**src/rtl/posit_add_pkg.sv**
```systemverilog
// Shared types and width derivations for the posit adder pipeline (extractor, align/add core, encoder).
package posit_add_pkg;

  function automatic int unsigned clog2(input int unsigned v);
    int unsigned r;
    r = 0;
    for (int unsigned i = 0; i < 32; i++) begin
      if ((64'd1 << i) < 64'(v)) r = i + 1;
    end
    return r;
  endfunction

  function automatic int unsigned calc_ew(input int unsigned n, input int unsigned es);
    return clog2(n) + es + 1;
  endfunction

  function automatic int unsigned calc_mw(input int unsigned n, input int unsigned es);
    return n - es + 3;
  endfunction

  localparam int unsigned PA_N  = 8;
  localparam int unsigned PA_ES = 4;
  localparam int unsigned PA_EW = calc_ew(PA_N, PA_ES);
  localparam int unsigned PA_MW = calc_mw(PA_N, PA_ES);

  typedef struct packed {
    logic             sin;
    logic [PA_EW-1:0] eff_e;
    logic [PA_MW-1:0] mant;
    logic             zero;
    logic             nar;
  } posit_fields_t;

  typedef struct packed {
    logic             sign;
    logic             op_sub;
    logic [PA_EW-1:0] l_e;
    logic [PA_MW-1:0] l_mant;
    logic [PA_MW-1:0] s_mant;
    logic             sticky;
    logic             zero;
    logic             nar;
  } stage1_t;

endpackage

```
**src/rtl/posit_lzc.sv**
```systemverilog
// Combinational leading-zero counter; an all-zero input returns W.
module posit_lzc
  import posit_add_pkg::*;
#(
  parameter int unsigned W  = 7,
  parameter int unsigned CW = clog2(W + 1)
) (
  input  logic [W-1:0]  in_vec,
  output logic [CW-1:0] count
);

  always_comb begin
    count = CW'(W);
    for (int unsigned i = 0; i < W; i++) begin
      if (in_vec[i]) count = CW'(W - 1 - i);
    end
  end

endmodule

```
**src/rtl/posit_align_add.sv**
```systemverilog
// Two-stage posit align/add/normalise core with valid/ready on both sides.
// Optional macro POSIT_ADD_STICKY_EN enables sticky tracking through both stages.
module posit_align_add
  import posit_add_pkg::*;
#(
  parameter int unsigned N  = PA_N,
  parameter int unsigned es = PA_ES,
  localparam int unsigned EW = calc_ew(N, es),
  localparam int unsigned MW = calc_mw(N, es)
) (
  input  logic          clk,
  input  logic          rst_n,
  input  logic          in_valid,
  output logic          in_ready,
  input  logic          a_sin,
  input  logic          b_sin,
  input  logic [EW-1:0] a_eff_e,
  input  logic [EW-1:0] b_eff_e,
  input  logic [MW-1:0] a_mant,
  input  logic [MW-1:0] b_mant,
  input  logic          a_zero,
  input  logic          b_zero,
  input  logic          a_nar,
  input  logic          b_nar,
  output logic          out_valid,
  input  logic          out_ready,
  output logic          out_sign,
  output logic [EW+1:0] out_eff_e,
  output logic [MW-1:0] out_mant,
  output logic          out_sticky,
  output logic          out_zero,
  output logic          out_nar
);

  localparam int unsigned CW = clog2(MW + 1);

  posit_fields_t a_f, b_f;
  logic          a_ge_b, l_sin;
  logic [EW-1:0] l_e, s_e;
  logic [MW-1:0] l_mant, s_mant;
  logic [EW:0]   diff, shamt;
  logic [2*MW:0] s_wide;

  stage1_t s1_d, s1_q;
  logic    s1_valid_d, s1_valid_q;
  logic    s1_adv, s2_adv;

  logic [MW:0]   sum;
  logic [CW-1:0] lz;
  logic [EW+1:0] e_ext, norm_e;
  logic [MW-1:0] norm_mant;
  logic          norm_sticky, sum_zero;

  logic          out_valid_d, out_valid_q;
  logic          out_sign_d, out_sign_q;
  logic [EW+1:0] out_eff_e_d, out_eff_e_q;
  logic [MW-1:0] out_mant_d, out_mant_q;
  logic          out_sticky_d, out_sticky_q;
  logic          out_zero_d, out_zero_q;
  logic          out_nar_d, out_nar_q;

  always_comb begin
    s2_adv   = !out_valid_q || out_ready;
    s1_adv   = !s1_valid_q || s2_adv;
    in_ready = s1_adv;
  end

  always_comb begin
    a_f = '{sin: a_sin, eff_e: a_eff_e, mant: a_mant, zero: a_zero, nar: a_nar};
    b_f = '{sin: b_sin, eff_e: b_eff_e, mant: b_mant, zero: b_zero, nar: b_nar};
    // Flipping the exponent sign bit turns the signed (eff_e, mant) order into a plain unsigned compare.
    a_ge_b = {~a_f.eff_e[EW-1], a_f.eff_e[EW-2:0], a_f.mant} >=
             {~b_f.eff_e[EW-1], b_f.eff_e[EW-2:0], b_f.mant};
    l_sin  = a_ge_b ? a_f.sin   : b_f.sin;
    l_e    = a_ge_b ? a_f.eff_e : b_f.eff_e;
    l_mant = a_ge_b ? a_f.mant  : b_f.mant;
    s_e    = a_ge_b ? b_f.eff_e : a_f.eff_e;
    s_mant = a_ge_b ? b_f.mant  : a_f.mant;
    diff   = {l_e[EW-1], l_e} - {s_e[EW-1], s_e};
    shamt  = (diff > (EW+1)'(MW + 1)) ? (EW+1)'(MW + 1) : diff;
    s_wide = {s_mant, {(MW+1){1'b0}}} >> shamt;

    s1_d        = '0;
    s1_d.sign   = l_sin;
    s1_d.op_sub = a_f.sin ^ b_f.sin;
    s1_d.l_e    = l_e;
    s1_d.l_mant = l_mant;
    s1_d.s_mant = s_wide[2*MW:MW+1];
`ifdef POSIT_ADD_STICKY_EN
    s1_d.sticky = |s_wide[MW:0];
`endif
    if (a_f.nar || b_f.nar) begin
      s1_d     = '0;
      s1_d.nar = 1'b1;
    end else if (a_f.zero && b_f.zero) begin
      s1_d      = '0;
      s1_d.zero = 1'b1;
    end else if (a_f.zero || b_f.zero) begin
      // Adding zero to the surviving operand passes it through stage 2 untouched.
      s1_d        = '0;
      s1_d.sign   = a_f.zero ? b_f.sin   : a_f.sin;
      s1_d.l_e    = a_f.zero ? b_f.eff_e : a_f.eff_e;
      s1_d.l_mant = a_f.zero ? b_f.mant  : a_f.mant;
    end

    s1_valid_d = s1_valid_q;
    if (s1_adv) begin
      s1_valid_d = in_valid;
    end else begin
      s1_d = s1_q;
    end
  end

  posit_lzc #(.W(MW), .CW(CW)) u_lzc (
    .in_vec (sum[MW-1:0]),
    .count  (lz)
  );

  always_comb begin
    sum = s1_q.op_sub ? ({1'b0, s1_q.l_mant} - {1'b0, s1_q.s_mant})
                      : ({1'b0, s1_q.l_mant} + {1'b0, s1_q.s_mant});
    e_ext       = {{2{s1_q.l_e[EW-1]}}, s1_q.l_e};
    norm_sticky = s1_q.sticky;
    if (sum[MW]) begin
      norm_mant = sum[MW:1];
      norm_e    = e_ext + (EW+2)'(1);
`ifdef POSIT_ADD_STICKY_EN
      norm_sticky = s1_q.sticky | sum[0];
`endif
    end else begin
      norm_mant = sum[MW-1:0] << lz;
      norm_e    = e_ext - (EW+2)'(lz);
    end
`ifdef POSIT_ADD_STICKY_EN
    sum_zero = (sum == '0) && !s1_q.sticky;
`else
    sum_zero = (sum == '0);
`endif
  end

  always_comb begin
    out_valid_d  = out_valid_q;
    out_sign_d   = out_sign_q;
    out_eff_e_d  = out_eff_e_q;
    out_mant_d   = out_mant_q;
    out_sticky_d = out_sticky_q;
    out_zero_d   = out_zero_q;
    out_nar_d    = out_nar_q;
    if (s2_adv) begin
      out_valid_d = s1_valid_q;
      if (s1_valid_q) begin
        out_sign_d   = 1'b0;
        out_eff_e_d  = '0;
        out_mant_d   = '0;
        out_sticky_d = 1'b0;
        out_zero_d   = 1'b0;
        out_nar_d    = 1'b0;
        if (s1_q.nar) begin
          out_nar_d = 1'b1;
        end else if (s1_q.zero || sum_zero) begin
          out_zero_d = 1'b1;
        end else begin
          out_sign_d   = s1_q.sign;
          out_eff_e_d  = norm_e;
          out_mant_d   = norm_mant;
          out_sticky_d = norm_sticky;
        end
      end
    end
  end

  always_ff @(posedge clk or negedge rst_n) begin
    if (!rst_n) begin
      s1_valid_q   <= 1'b0;
      s1_q         <= '0;
      out_valid_q  <= 1'b0;
      out_sign_q   <= 1'b0;
      out_eff_e_q  <= '0;
      out_mant_q   <= '0;
      out_sticky_q <= 1'b0;
      out_zero_q   <= 1'b0;
      out_nar_q    <= 1'b0;
    end else begin
      s1_valid_q   <= s1_valid_d;
      s1_q         <= s1_d;
      out_valid_q  <= out_valid_d;
      out_sign_q   <= out_sign_d;
      out_eff_e_q  <= out_eff_e_d;
      out_mant_q   <= out_mant_d;
      out_sticky_q <= out_sticky_d;
      out_zero_q   <= out_zero_d;
      out_nar_q    <= out_nar_d;
    end
  end

  always_comb begin
    out_valid  = out_valid_q;
    out_sign   = out_sign_q;
    out_eff_e  = out_eff_e_q;
    out_mant   = out_mant_q;
    out_sticky = out_sticky_q;
    out_zero   = out_zero_q;
    out_nar    = out_nar_q;
  end

endmodule

```
**config.mk**
```make
export PLATFORM = sky130hd
export DESIGN_NAME = posit_align_add
export DESIGN_NICKNAME = d
export VERILOG_FILES = /design/src/rtl/posit_add_pkg.sv /design/src/rtl/posit_lzc.sv /design/src/rtl/posit_align_add.sv
export SDC_FILE = /design/constraint.sdc
export NUM_CORES = 1
export LEC_CHECK = 0
export ABC_AREA = 1
export BUFFER_PORTS_ARGS = -buffer_cell sky130_fd_sc_hd__buf_2
export CORE_MARGIN = 5
export CORE_UTILIZATION = 53
export DETAILED_ROUTE_END_ITERATION = 10
export GPL_TIMING_DRIVEN = 1
export PLACE_DENSITY_LB_ADDON = 0.1
export SLEW_MARGIN = 15
export SYNTH_ARGS = -nofsm -noshare
export SYNTH_HDL_FRONTEND = slang
export SYNTH_SLANG_ARGS = --single-unit
```
**constraint.sdc**
```tcl
create_clock -name clk -period 4.7 [get_ports clk]
set_clock_uncertainty 0.1 [all_clocks]
set_input_delay 0.94 -clock clk [delete_from_list [all_inputs] [get_ports clk]]
set_output_delay 0.94 -clock clk [all_outputs]
set_load 0.005 [all_outputs]
```
==> metrics, run 1 <==
Yosys cell types=45; DP HPWL=9.97 mm; setup violators final=8; most common cell in the netlist=nand2_1; WP buf/inv=18; VDD IR-drop max=0.000153 V; Mapped Cells=662; drt first pass iters=5; Avg Inst Size Synth=6.78 µm²; post-layout net count=859; Min-Delay Path Class=reg2reg; Async SR Flop Fraction=100%; synthesized area=4490 µm²; RePlAce Congestion=0.938; Die ar.=10400 µm²; crit path max fanout=7; Final ANT Viol Nets=0; final worst-path cycle share=105%; first-pass GRT wire length=20.9 mm; Final Slew Violations=0; complex-gate fraction of the synthesized area=18.8%; Finished Layout Cells=889; deepest clock path buffer count=2; share of layout cells above drive strength 1=26.9%; gr usage total=25.0%; dominant cell type by area after synthesis=dfrtp_1; post-route DRC violation count=0; CP endpoint kind=flip-flop; Worst-Margin Slew=1040 ps; top-area cell type share of the netlist area=26.2%; Fmax=204 MHz; Final Hold Vio Count=0; DR vias=4926; largest net degree at the start of global routing=48; delay-heaviest family, CP=buffers and inverters; max-cap violations=0; unrepaired setup endpoints after global routing=true; ys flop type=dfrtp_1; status=finished, violations left; Layout area overhead=25.6%; dpl cells=844; Row Count=33; XOR/XNOR Fraction of Synth Area=3.12%; initial drt markers=261; CTS buffer count=5; worst skew pair latency=310 ps; total number of yosys warnings=0; Clock transition at path regs=90 ps; CP max stage cell=dfrtp_1; setup TNS=-1010 ps; vias in the first global route=4578; critical path type=reg2reg; GR Overflow Total=0; n_diodes=0; post-route minimum period=4910 ps; largest cells by area after synthesis=dfrtp_1, nand2_1, ha_1; Via density=5.54; initial antenna violation count=0; clk root buf=clkbuf_8; Die Ht=102 µm; Rel. slew slack=31.0%; crit path launch type=flip-flop; most common cell type on the critical path=buf_4; cell area power density=309 nW/µm²; htree depth=2; violated checks=setup timing; WP data arrival=4980 ps; DIE WIDTH=102 µm; Synth Area in Adders=10.4%; simple-gate share of the synthesized area=31.0%; Clock Sink Count=47; Initial Utilization=54.6%; #FFs+latches synth=47; Worst Path Required=4770 ps; I/O pins=63; end-of-flow core utilization=68.6%; main combinational cell family by area after synthesis=simple AND/OR/NAND/NOR gates; Post-synth EDFFs=0; post-route worst setup slack=-212 ps; Post-synth top cells=nand2_1, inv_1, dfrtp_1; fill cell count=721; slowest cell delay on critical path=420 ps; mux cell area share after synthesis=0%; Leak=0.00307 µW; Seq/Total Area, Yosys=26.2%; core region area=8220 µm²; Routed WL=13.7 mm; CTS tree=yes; Fin Hold WS=380 ps; Port Buffers=61; DR WL/cell=15.4 µm; Mapped Nets=738
[cell type report]
cell class,instances,area [µm²],area share (%)
clock buffers,7,96.3,1.71
clock inverters,1,7.51,0.133
inverters,102,387,6.86
multi-input cells,496,3010,53.4
flip-flops and latches,47,1180,20.9
well taps,105,131,2.33
repair buffers,131,831,14.7
[routing by layer]
layer / track usage, % / vias up / wire length, µm
met3: 2.87 / 43 / 775
met5: 0 / - / 0
li1: - / 2422 / -
met2: 45.7 / 183 / 6860
met1: 30.6 / 2278 / 5680
met4: 7.97 / 0 / 414
[placed cells by master (no fill, tap or decap), types with 6 or more instances in the layout]
cell	count
o22ai_1	13
nand2_2	17
dfrtp_1	47
nand2_1	171
inv_1	92
o31ai_1	16
nand3_1	42
a22oi_1	6
buf_4	70
xor2_1	9
o211ai_1	6
clkbuf_8	7
o21ai_0	38
inv_2	8
nor2_1	42
nor2_2	9
buf_2	61
ha_1	31
a21oi_1	23
a32o_1	6
[what timing repair did]
action | 4_1_cts | 5_1_grt
hold buffers | 0 | 0
setup buffers | 28 | 9
setup endpoints to repair | 1 | 9
pin swaps | 7 | 31
resized for setup | 16 | 28
[stage by stage]
stage / setup WS (ps) / instance area, µm² / power [µW]
5_1_grt: -539 / 5640 / 1860
3_3_place_gp: -79.5 / 5090 / 1190
4_1_cts: 1.14 / 5450 / 1600
3_5_place_dp: -234 / 5090 / 1210
2_1_floorplan: 17.7 / 4490 / 953
6_report: -212 / 5640 / 1740
[final timing paths]
path	slack, ps	startpoint	to	depth (start not counted)
worst max-delay path	-210	s1_q[4]	out_mant[4]	32
worst min-delay path	380	out_mant[6]	out_mant[6]	2
worst max register to register	-210	s1_q[4]	out_mant[4]	32
worst min register to register	380	out_mant[6]	out_mant[6]	2
max in group asynchronous	3150	rst_n	s1_q[25]	1
min in group asynchronous	710	rst_n	out_eff_e[7]	1
[worst min-delay path, delay by kind of cell (launching register included)]
kind | cells | cell delay [ps]
flip-flops | 1 | 350
AND/OR/NAND/NOR | 2 | 100
[report_power, final]
group	switching (µW)	internal [µW]
combinational	554	444
clock	143	134
sequential	24.0	443
total	721	1020
[logic make-up (layout without fill, tap and decap cells)]
| logic type | after synthesis | count (layout) |
|---|---|---|
| AND/OR/NAND/NOR | 309 | 309 |
| other | 1 | 1 |
| flip-flops | 47 | 47 |
| buffers and inverters | 119 | 241 |
| AO/OA/AOI/OAI | 134 | 134 |
| XOR/XNOR | 16 | 16 |
| adder cells (fa/ha/maj) | 36 | 36 |
[sequential cells by signal, summed over array words and instances, names as in the netlist]
name	flops
out_zero	1
out_sign	1
out_eff_e	9
s1_valid_q	1
out_mant	7
s1_q	18
out_valid	1
out_nar	1
e_ext	8
No activity file was read; power rests on OpenSTA's default activity.
==> run 2, diff against run 1 <==
CORE_ASPECT_RATIO = 1.75   (was default)
==> run 2 against run 1 <==
Effect of this change:
- the flow still finishes with violations (setup timing)
- flip-flop and latch count unchanged
- cell count rose by 0.45%
- final area is 2.6% higher
- first-iteration DRC count decreased by 23%
- maximum frequency is 2.7% higher
- largest cell class unchanged
==> metrics, run 2 (synthesis results as in run 1) <==
crit path max fanout=4 (-3); CTS buffer count=5 (unchanged); max-cap violations=0 (unchanged); Most flops, register=s1_q; reg2reg start=s1_q[4]; clk root buf=clkbuf_16; Port Buffers=61 (unchanged); Clock Sink Count=47 (unchanged); Clock transition at path regs=60 ps (-30 ps); most common cell type on the critical path=nor2_1; P_sw=737 µW (+2.1%); WP data arrival=4890 ps (-90 ps); end-of-flow core utilization=69.6% (+1.0 points); Via density=5.54 (about the same); Worst Path Required=4800 ps (+30 ps); clock share of power=21.0% (+5.1 points); WHS Endpoint=out_eff_e[6]; core region area=8310 µm² (+1.2%); drt first pass iters=4 (-1); status=finished, violations left; VDD IR-drop max=0.000186 V (+22%); Final Slew Violations=0 (unchanged); first-pass GRT wire length=22.2 mm (+6.6%); DP HPWL=10.6 mm (+6.1%); worst hold path depth=2 (unchanged); Final ANT Viol Nets=0 (unchanged); gr usage total=26.3% (+1.3 points); htree depth=2 (unchanged); Leak=0.00307 µW (+0.15%); crit path launch type=flip-flop; Routed WL=14.2 mm (+3.3%); share of layout cells above drive strength 1=28.5% (+1.6 points); RePlAce Congestion=0.886 (-5.5%); dpl ws=-271 ps (-37.3 ps); GR Overflow Total=0 (unchanged); Row Count=44 (+33%); Rel. slew slack=59.7% (+29 points); n_diodes=0 (unchanged); initial antenna violation count=0 (unchanged); post-route DRC violation count=0 (unchanged); slowest cell delay on critical path=430 ps (about the same); largest net degree at the start of global routing=48 (unchanged); initial drt markers=200 (-23%); vias in the first global route=4875 (+6.5%); final worst-path cycle share=102% (-2.7 points); DIE WIDTH=79.5 µm (-22%); Worst R2R Path Depth=33 (+3.1%); Initial Utilization=54.0% (-0.63 points); critical path type=reg2reg; cell area power density=324 nW/µm² (+4.8%); sequential share of power=24.9% (-1.9 points); commonest non-fill, non-tap cell in the layout=nand2_1; violated checks=setup timing; CP max stage cell=dfrtp_1; Fmax=209 MHz (+2.7%); CP endpoint kind=flip-flop; setup violators final=6 (-2); overall power=1880 µW (+7.6%); max FFs per register=18 (unchanged); CTS tree=yes; Worst-Margin Slew=603 ps (-433 ps); Die Ht=132 µm (+29%); post-route minimum period=4790 ps (-127 ps); worst hold start=out_eff_e[6]; Pint=1140 µW (+11%); Final Hold Vio Count=0 (unchanged); DR vias=4950 (+0.49%); RR Endpoint=out_eff_e[7]; post-layout net count=854 (-0.58%); Min-Delay Path Class=reg2reg; most frequent cells in the layout=nand2_1, inv_1, buf_4, buf_2, dfrtp_1; Switching Share=39.3% (-2.1 points); unrepaired setup endpoints after global routing=true; hold_buf cts=0 (unchanged); deepest clock path buffer count=2 (unchanged); Layout area overhead=29.0%; I/O pins=63 (unchanged); combinational power share=54.1% (-3.2 points); R2R setup slack=-90 ps (+130 ps); Die ar.=10500 µm² (+0.70%); post-route worst setup slack=-85.1 ps (+127 ps); worst skew pair latency=290 ps (-20 ps); DR WL/cell=15.9 µm (+2.8%)
## run 2: worst max-delay path, delay by kind of cell, from the launching register on
family / cells / cell delay, ps
adder cells (fa/ha/maj): 3 / 800
AO/OA/AOI/OAI: 3 / 520
XOR/XNOR: 3 / 510
AND/OR/NAND/NOR: 13 / 1380
flip-flops: 1 / 430
buffers and inverters: 11 / 920
## run 2: power by group through the flow
stage,Combinational [µW],Clock [µW],Sequential [µW]
after floorplan,479,0,474
after global placement,753,0,472
after detailed placement,766,0,474
after CTS,922,398,467
after global routing,1100,415,471
final,1010,393,468
## run 2: stage by stage
stage                     cells  cell area (µm²)  hold slack, ps  TNS [ps]
final                       893             5780             374      -318
after global routing        893             5780             392     -1960
after CTS                   885             5580             378         0
after detailed placement    856             5110             363      -319
after global placement      856             5110             359      -155
after floorplan             662             4490             354         0
## run 2: layout make-up
type	count	area, µm²
Inverter	102	397
Sequential cell	47	1180
Timing Repair Buffer	126	807
Clock inverter	1	30.0
Tap cell	115	144
Fill cell	695	2530
Clock buffer	6	129
Multi-Input combinational cell	496	3100
## run 2: repair_timing
item	4_1_cts	5_1_grt
gates resized for setup	37	40
pin swaps	32	35
endpoints found under the setup margin	2	10
buffers inserted	22	8
## run 2: how the worst max path moves through the flow
| stage | startpoint | end | slack, ps | depth (start not counted) |
|---|---|---|---|---|
| 6_report | s1_q[4] | out_eff_e[7] | -90 | 33 |
| 5_1_grt | s1_q[4] | out_eff_e[7] | -360 | 33 |
| 4_1_cts | s1_q[3] | out_eff_e[8] | 3 | 33 |
| 3_5_place_dp | s1_q[3] | out_eff_e[8] | -270 | 30 |
| 3_3_place_gp | s1_q[3] | out_eff_e[8] | -160 | 30 |
| 2_1_floorplan | s1_q[3] | out_eff_e[8] | 20 | 31 |
## run 2: layer usage
metal	vias up	track usage (%)	wire [µm]
met5	-	0	0
met4	0	15.9	983
met3	68	2.40	482
met2	169	50.3	7800
met1	2297	26.0	4910
li1	2416	-	-
==> run 3, diff against run 2 <==
BUFFER_PORTS_ARGS = -buffer_cell sky130_fd_sc_hd__clkbuf_2   (was -buffer_cell sky130_fd_sc_hd__buf_2)
GPL_ROUTABILITY_DRIVEN = 0   (was default)
==> run 3 against run 2 <==
Effect of this change:
- first-iteration DRC count rose by 9.0%
- largest power group unchanged
- the flow still finishes with violations (setup timing)
- flip-flop and latch count is the same
- clock-buffer cell count shrank 1
- global-route usage shrank 1.5 points
- sequential power about the same
- die area did not move
- worst setup slack worse by 17 ps
- critical endpoint is now out_eff_e[8]
==> metrics, run 3 (synthesis results as in run 1) <==
status=finished, violations left; violated checks=setup timing; Via density=5.43 (-2.0%); deepest clock path buffer count=2 (unchanged); post-route worst setup slack=-102 ps (-17.3 ps); max-cap violations=0 (unchanged); DP HPWL=10.0 mm (-5.2%); dpl cells=857 (+0.12%); Worst Path Required=4770 ps (-30 ps); delay-heaviest family, CP=simple AND/OR/NAND/NOR gates; DIE WIDTH=79.5 µm (unchanged); Die ar.=10500 µm² (unchanged); worst hold start=out_eff_e[6]; max FFs per register=18 (unchanged); fill cell count=701 (+0.86%); Finished Layout Cells=884 (-1.0%); crit path launch type=flip-flop; Pint=1080 µW (-5.0%); VDD IR-drop max=0.000208 V (+12%); DR WL/cell=14.5 µm (-8.4%); n_diodes=0 (unchanged); Final Hold Vio Count=0 (unchanged); DR vias=4804 (-2.9%); CP max stage cell=dfrtp_1; slowest cell delay on critical path=410 ps (-20 ps); WP data arrival=4870 ps (-20 ps); unrepaired setup endpoints after global routing=true; Worst-Margin Slew=612 ps (+9.08 ps); reg2reg start=s1_q[4]; combinational power share=51.1% (-3.0 points); WP buf/inv=11 (unchanged); core region area=8310 µm² (unchanged); share of layout cells above drive strength 1=26.8% (-1.7 points); Clock transition at path regs=70 ps (about the same); Row Count=44 (unchanged); Routed WL=12.9 mm (-9.3%); post-route minimum period=4800 ps (+17.3 ps); Sequential Area=1180 µm² (-0.11%); cell area power density=315 nW/µm² (-2.7%); Layout area overhead=25.7%; htree depth=2 (unchanged); area of the multi-input gates=3040 µm² (-1.9%); initial drt markers=218 (+9.0%); Most flops, register=s1_q; vias in the first global route=4712 (-3.3%); Fin Hold WS=378 ps (+4.35 ps); first-pass GRT wire length=21.0 mm (-5.6%); sequential share of power=26.3% (+1.4 points); P_sw=698 µW (-5.3%); Initial Utilization=54.0% (unchanged); Final ANT Viol Nets=0 (unchanged); Rel. slew slack=59.1% (-0.61 points); Die Ht=132 µm (unchanged); largest net degree at the start of global routing=48 (unchanged); CTS tree=yes; Clock Sink Count=47 (unchanged); cell area after layout=5640 µm² (-2.5%); Min-Delay Path Class=reg2reg; gr usage total=24.8% (-1.5 points); drt first pass iters=7 (+3); Post-DP Area=5120 µm² (+0.15%); Fmax=208 MHz (-0.36%); crit path max fanout=4 (unchanged); I/O pins=63 (unchanged); most common cell type on the critical path=nor2_2; setup violators final=2 (-4); initial antenna violation count=0 (unchanged); final worst-path cycle share=102% (+0.37 points); commonest non-fill, non-tap cell in the layout=nand2_1; Leak=0.00303 µW (-1.3%); critical path type=reg2reg; overall power=1780 µW (-5.1%); GR Overflow Total=0 (unchanged); clock share of power=22.5% (+1.5 points); clk root buf=clkbuf_16; worst skew pair latency=300 ps (about the same); Switching Share=39.2% (-0.069 points); CP endpoint kind=flip-flop; Critical path origin=s1_q[4]; post-layout net count=845 (-1.1%); Port Buffers=61 (unchanged); Final Slew Violations=0 (unchanged); post-route DRC violation count=0 (unchanged); CTS buffer count=5 (unchanged); hold_buf cts=0 (unchanged); most frequent cells in the layout=nand2_1, inv_1, clkbuf_2, buf_4, dfrtp_1
[run 3: cell types whose count changed in the layout (fill, tap and decap cells not counted), sizes merged]
cell,change
buf,-70
clkbuf,+60
inv,+1
[run 3: repair_timing]
item | 4_1_cts | 5_1_grt
buffers inserted | 18 | 3
pin swaps | 40 | 13
resized for setup | 39 | 13
endpoints found under the setup margin | 2 | 3
[run 3: metal layers]
| layer | routed length (µm) | global-route usage (%) | up-vias |
|---|---|---|---|
| met5 | 0 | 0 | - |
| met4 | 867 | 17.0 | 0 |
| met3 | 463 | 2.88 | 59 |
| met2 | 6980 | 45.7 | 156 |
| met1 | 4540 | 24.8 | 2187 |
| li1 | - | - | 2402 |
[run 3: power by group through the flow]
stage               Clock [µW]  Combinational, µW  Sequential [µW]
floorplan                    0                479              474
global placement             0                736              473
detailed placement           0                751              474
CTS                        403                861              468
global route               413               1000              473
finish                     401                909              468
[run 3: worst min-delay path: stages (launching register included)]
cell and delay, ps:
dfrtp_1 340, nand2_1 50, o31ai_1 50
[run 3: layout make-up]
class | count | area share (%)
clock buffer | 5 | 2.22
clock inverter | 2 | 0.666
inverter | 102 | 6.79
multi-input combinational | 496 | 54.0
sequential | 47 | 20.9
tap | 115 | 2.55
timing repair buffer | 117 | 12.9
[run 3: path summary, 6_finish.rpt]
kind                                end  slack, ps  depth (start not counted)
max in group asynchronous      s1_q[13]       3490                          2
hold reg to reg            out_eff_e[6]        380                          2
setup reg to reg           out_eff_e[8]       -100                         32
setup / recovery           out_eff_e[8]       -100                         32
min in group asynchronous  out_eff_e[3]        620                          2
hold / removal             out_eff_e[6]        380                          2
[run 3: through the flow]
step                      setup TNS [ps]  worst slack, ps  utilization [%]
after global routing                -722             -381             67.8
after global placement              -155             -155             61.6
final                               -112             -102             67.8
after CTS                          -14.8            -14.8             66.8
after floorplan                        0             17.7                -
after detailed placement            -314             -314             61.6
